`config.mk`:
```
export PLATFORM = sky130hd
export DESIGN_NAME = udp_pkt_ser
export DESIGN_NICKNAME = d
export VERILOG_FILES = /design/src/rtl/udp_pkt_ser.sv
export SDC_FILE = /design/constraint.sdc
export NUM_CORES = 1
export LEC_CHECK = 0
export ABC_AREA = 1
export CAP_MARGIN = 20
export CORE_ASPECT_RATIO = 1.2
export CORE_MARGIN = 1
export CORE_UTILIZATION = 50
export CTS_CLUSTER_DIAMETER = 120
export DETAILED_ROUTE_END_ITERATION = 12
export HOLD_SLACK_MARGIN = 0.03
export PLACE_DENSITY = 0.76
export REMOVE_ABC_BUFFERS = 1
export SLEW_MARGIN = 20
export SYNTH_ARGS = -nofsm -noshare
export SYNTH_HDL_FRONTEND = slang
export SYNTH_SLANG_ARGS = --single-unit
```
`constraint.sdc`:
```
create_clock -name eth_tx_clk -period 2.05 [get_ports eth_tx_clk]
set_input_delay 0.41 -clock eth_tx_clk [delete_from_list [all_inputs] [get_ports eth_tx_clk]]
set_output_delay 0.41 -clock eth_tx_clk [all_outputs]
set_load 0.005 [all_outputs]
```
`src/rtl/udp_pkt_ser.sv`:
```
// UDP byte serializer: optional 8-byte UDP header, then payload words MSB-first.
// Define UDP_PKT_SER_HDR_EN to emit the header; undefined gives payload-only packets.
module udp_pkt_ser #(
  parameter logic [15:0] SRC_PORT = 16'd1234,
  parameter logic [15:0] DST_PORT = 16'd1234
) (
  input  logic        eth_tx_clk,
  input  logic        rst,
  input  logic        tx_start_en,
  input  logic [15:0] tx_byte_num,
  output logic        tx_req,
  input  logic [31:0] tx_data,
  output logic        tx_done,
  output logic        tx_busy,
  output logic [7:0]  out_data,
  output logic        out_valid,
  output logic        out_sof,
  output logic        out_eof
);

`ifdef UDP_PKT_SER_HDR_EN
  typedef enum logic [1:0] {
    IDLE    = 2'd0,
    HDR     = 2'd1,
    PAYLOAD = 2'd2,
    DONE    = 2'd3
  } state_t;
`else
  typedef enum logic [1:0] {
    IDLE    = 2'd0,
    PAYLOAD = 2'd2,
    DONE    = 2'd3
  } state_t;
`endif

  state_t      state_q, state_d;
  logic [15:0] len_q, len_d;
  logic [15:0] rem_q, rem_d;
  logic [1:0]  lane_q, lane_d;
  logic [31:0] word_q, word_d;
  logic        tx_req_q, tx_req_d;
  logic [7:0]  out_data_q, out_data_d;
  logic        out_valid_q, out_valid_d;
  logic        out_sof_q, out_sof_d;
  logic        out_eof_q, out_eof_d;

`ifdef UDP_PKT_SER_HDR_EN
  logic [2:0]  hidx_q, hidx_d;
  logic [63:0] hdr_w;

  assign hdr_w = {SRC_PORT, DST_PORT, len_q + 16'd8, 16'h0000};
`else
  logic        wait_q, wait_d;
`endif

  assign tx_req    = tx_req_q;
  assign tx_done   = (state_q == DONE);
  assign tx_busy   = (state_q != IDLE);
  assign out_data  = out_data_q;
  assign out_valid = out_valid_q;
  assign out_sof   = out_sof_q;
  assign out_eof   = out_eof_q;

  always_comb begin
    state_d     = state_q;
    len_d       = len_q;
    rem_d       = rem_q;
    lane_d      = lane_q;
    word_d      = word_q;
    tx_req_d    = 1'b0;
    out_data_d  = 8'h00;
    out_valid_d = 1'b0;
    out_sof_d   = 1'b0;
    out_eof_d   = 1'b0;
`ifdef UDP_PKT_SER_HDR_EN
    hidx_d      = hidx_q;
`else
    wait_d      = wait_q;
`endif
    unique case (state_q)
      IDLE: begin
        if (tx_start_en) begin
          len_d  = tx_byte_num;
          rem_d  = tx_byte_num;
          lane_d = 2'd0;
`ifdef UDP_PKT_SER_HDR_EN
          state_d     = HDR;
          hidx_d      = 3'd1;
          out_valid_d = 1'b1;
          out_sof_d   = 1'b1;
          out_data_d  = hdr_w[63:56];
`else
          if (tx_byte_num == 16'd0) begin
            state_d = DONE;
          end else begin
            // word arrives two cycles later, so skip one cycle first
            state_d  = PAYLOAD;
            tx_req_d = 1'b1;
            wait_d   = 1'b1;
          end
`endif
        end
      end
`ifdef UDP_PKT_SER_HDR_EN
      HDR: begin
        out_valid_d = 1'b1;
        out_data_d  = hdr_w[{~hidx_q, 3'b111} -: 8];
        tx_req_d    = (hidx_q == 3'd6) && (len_q != 16'd0);
        if (hidx_q == 3'd7) begin
          out_eof_d = (len_q == 16'd0);
          state_d   = PAYLOAD;
        end else begin
          hidx_d = hidx_q + 3'd1;
        end
      end
`endif
      PAYLOAD: begin
        if (rem_q == 16'd0) begin
          state_d = DONE;
`ifndef UDP_PKT_SER_HDR_EN
        end else if (wait_q) begin
          wait_d = 1'b0;
`endif
        end else begin
          out_valid_d = 1'b1;
          out_eof_d   = (rem_q == 16'd1);
`ifndef UDP_PKT_SER_HDR_EN
          out_sof_d   = (rem_q == len_q);
`endif
          rem_d  = rem_q - 16'd1;
          lane_d = lane_q + 2'd1;
          // fetch the next word so it lands as lane 0 is due
          tx_req_d = (lane_q == 2'd2) && (rem_q > 16'd2);
          if (lane_q == 2'd0) begin
            out_data_d = tx_data[31:24];
            word_d     = {tx_data[23:0], 8'h00};
          end else begin
            out_data_d = word_q[31:24];
            word_d     = {word_q[23:0], 8'h00};
          end
        end
      end
      DONE: begin
        state_d = IDLE;
      end
      default: begin
        state_d = IDLE;
      end
    endcase
  end

  always_ff @(posedge eth_tx_clk) begin
    if (rst) begin
      state_q     <= IDLE;
      len_q       <= 16'd0;
      rem_q       <= 16'd0;
      lane_q      <= 2'd0;
      word_q      <= 32'd0;
      tx_req_q    <= 1'b0;
      out_data_q  <= 8'h00;
      out_valid_q <= 1'b0;
      out_sof_q   <= 1'b0;
      out_eof_q   <= 1'b0;
`ifdef UDP_PKT_SER_HDR_EN
      hidx_q      <= 3'd0;
`else
      wait_q      <= 1'b0;
`endif
    end else begin
      state_q     <= state_d;
      len_q       <= len_d;
      rem_q       <= rem_d;
      lane_q      <= lane_d;
      word_q      <= word_d;
      tx_req_q    <= tx_req_d;
      out_data_q  <= out_data_d;
      out_valid_q <= out_valid_d;
      out_sof_q   <= out_sof_d;
      out_eof_q   <= out_eof_d;
`ifdef UDP_PKT_SER_HDR_EN
      hidx_q      <= hidx_d;
`else
      wait_q      <= wait_d;
`endif
    end
  end

endmodule

```
==> flow_summary.yaml <==
die:
  placeableCoreArea_mm2: 0.00727
  die_x_um: 81.3
  die-area_mm2: 0.00790
  io_pins: 65
  row_count: 34
  start_util: 0.518
  fp.dieH_um: 97.1
sta:
  holdWs_ns: 0.463
  slew_violations: 0
  finalCritPeriodShare: 0.934
  fmax_ghz: 0.522
  hold_viol: 0
  setup_ws_ns: 0.136
  worstMarginPinSlew_ns: 0.605
  finalSetupTns_ns: 0
  slew-limit-headroom: 0.596
  rsz0062_at_grt: "no"
  finalClockSkew_ns: 0.0135
  finalCriticalPeriod_ns: 1.91
  setup_viol: 0
worst_setup_path:
  crit_type: "flip-flop to output port"
  cp.arrival_ns: 1.50
  crit_family: "buffers and inverters"
  slowest_delay_ns: 0.49
  critPathLaunchType: "flip-flop"
  r2r_start: "rem_q[0]"
  cp_max_fo: 4
  path_cells: "nor2_1 -> inv_1 -> clkdlybuf4s50_1"
  r2r_end: "rem_q[5]"
  slowest_stage: "clkdlybuf4s50_1"
  rr_worst_depth: 9
  crit_buf_inv: 2
  cp-end-kind: "output port"
  r2r_slack_ns: 0.29
  timing.critical_path.to: "tx_busy"
  worstPathRequired_ns: 1.64
  cp.depth: 3
  crit_path_start: "state_q[0]"
place:
  gp_congestion: 0.853
  io_buffers: 64
  hpwlAfterDp_mm: 6.21
  dpl_cell_area_mm2: 0.00448
  dp_cells: 690
  dp_slack_ns: 0.269
grt:
  grt_max_degree: 51
  track_usage: 0.240
  grt.overflow.total: 0
  antenna_found_initial: 0
  grt_pass1_vias: 3523
  grt_pass1_wl_mm: 15.0
yosys:
  async_flop_share: 0
  synth-seq-cells: 73
  syn_area_mm2: 0.00377
  synthCells: 549
  syn-mean-instance-area_um2: 6.87
  synth_cell_type_count: 36
  yosysWarnings: 0
  synth-edff-count: 0
  synth_ff_type: "dfxtp_1"
  yosysSeqAreaShare: 0.388
clock_tree:
  cts_buffer_depth: 2
  clkSinkCount: 73
  clk_pin_slew_ns: 0.08
  cts_made_buffers: 9
  clock_latency_ns: 0.34
  post_cts_buffers: 0
  cts_tree: "done"
  ctsHoldBuffers: 0
  cts_max_level: 3
  root_buffer: "clkbuf_8"
  cts_resized: 0
routing:
  vias_per_cell: 5.04
  avgRoutedWirePerCell_um: 12.3
  wl_mm: 8.68
  drc: 0
  num_vias: 3559
  firstDrtPassIters: 5
  drt-initial-drc-count: 108
  ant_nets: 0
finish:
  drive_above_1_share: 0.0974
  syn_to_final_growth_pct: 24.9
  final_util: 0.647
  multi_input_area_mm2: 0.00208
  fill_cells: 649
  final_area_mm2: 0.00471
  antenna_cells: 0
  regArea_mm2: 0.00146
  nets: 668
  final_common_cell: "nand2_1"
  mostFrequentLayoutCells: "nand2_1, nor2_1, dfxtp_1, clkdlybuf4s50_1, o21ai_0"
  fin_cells: 706
pwr:
  p_switching_mw: 1.37
  p_per_area_mw_per_mm2: 879
  total_power_mw: 4.14
  seqPwrFrac: 0.414
  intPower_mw: 2.77
  power.share.clock: 0.309
  peakVddDrop_mv: 0.677
  p_comb_frac: 0.277
  p_sw_frac: 0.330
  p_leak_nw: 1.98
min_path:
  hold_path.class: "flip-flop to flip-flop"
run:
  cap_violations: 0
outcome:
  status: "complete, no violations"
[sequential cells by signal, summed over array words and instances (netlist names)]
register / count
word_q: 24
out_valid: 1
wait_q: 1
out_data: 8
rem_q: 16
len_q: 16
lane_q: 2
tx_req: 1
out_sof: 1
out_eof: 1
state_q: 2
[worst reg2reg max path, cell delays in order, from the launching register on]
cell and delay, ns:
dfxtp_1 0.35, inv_1 0.16, ha_1 0.22, nand2_1 0.08, nor2_2 0.12, nand3_2 0.12
nand2_4 0.26, inv_2 0.12, o21ai_0 0.16, nor2_1 0.07
[kinds of logic after synthesis]
| family | count (synthesis) | synth area share |
|---|---|---|
| AOI/OAI and AO/OA | 88 | 0.131 |
| xor gates and xnor gates | 17 | 0.0395 |
| adders and majority gates | 6 | 0.0199 |
| buffers and inverters | 50 | 0.0617 |
| DFF | 73 | 0.388 |
| and+or+nand+nor | 315 | 0.360 |
[Yosys cell counts (3+ instances only)]
master | count | area [um2]
buf_6 | 4 | 45.0
inv_2 | 4 | 15.0
nand3_1 | 19 | 95.1
inv_1 | 22 | 82.6
nand4_1 | 4 | 25.0
nor2_2 | 5 | 31.3
nand3b_1 | 6 | 45.0
dfxtp_1 | 73 | 1460
ha_1 | 6 | 75.1
clkbuf_1 | 13 | 48.8
nor2_4 | 4 | 45.0
nor2_1 | 123 | 462
a21oi_1 | 16 | 80.1
nand2_1 | 141 | 529
nand2_2 | 3 | 18.8
o21ai_1 | 5 | 25.0
xnor2_1 | 15 | 131
a21oi_2 | 9 | 78.8
o21ai_0 | 54 | 270
[power groups by stage]
stage | combinational (mW) | sequential (mW) | clock, mW
after global routing | 1.31 | 1.73 | 1.37
after CTS | 1.15 | 1.71 | 1.30
final | 1.15 | 1.71 | 1.28
after floorplan | 0.800 | 1.71 | 0
after detailed placement | 1.15 | 1.74 | 0
after global placement | 1.13 | 1.74 | 0
[worst min path at each step]
| stage | start | to | cells past startpoint |
|---|---|---|---|
| 2_1_floorplan | word_q[24] | out_data[0] | 2 |
| 3_3_place_gp | word_q[27] | out_data[3] | 2 |
| 3_5_place_dp | word_q[24] | out_data[0] | 2 |
| 4_1_cts | word_q[24] | out_data[0] | 2 |
| 5_1_grt | word_q[24] | out_data[0] | 2 |
| 6_report | word_q[24] | out_data[0] | 2 |
[routing by layer]
layer  GRT usage  up-vias  part of all wire
li1            -     1861                 -
met1       0.292     1592              0.42
met2       0.413       93              0.50
met3      0.0423       13             0.061
met4      0.0852        0             0.021
met5           0        -                 0
[layout make-up]
cell class	count	area share
Inverter	28	0.0234
Sequential cell	73	0.310
Tap cell	90	0.0239
Clock buffer	10	0.0292
Multi-Input combinational cell	426	0.441
Clock inverter	6	0.0191
Timing Repair Buffer	73	0.153
No activity file was read; power rests on OpenSTA's default activity.
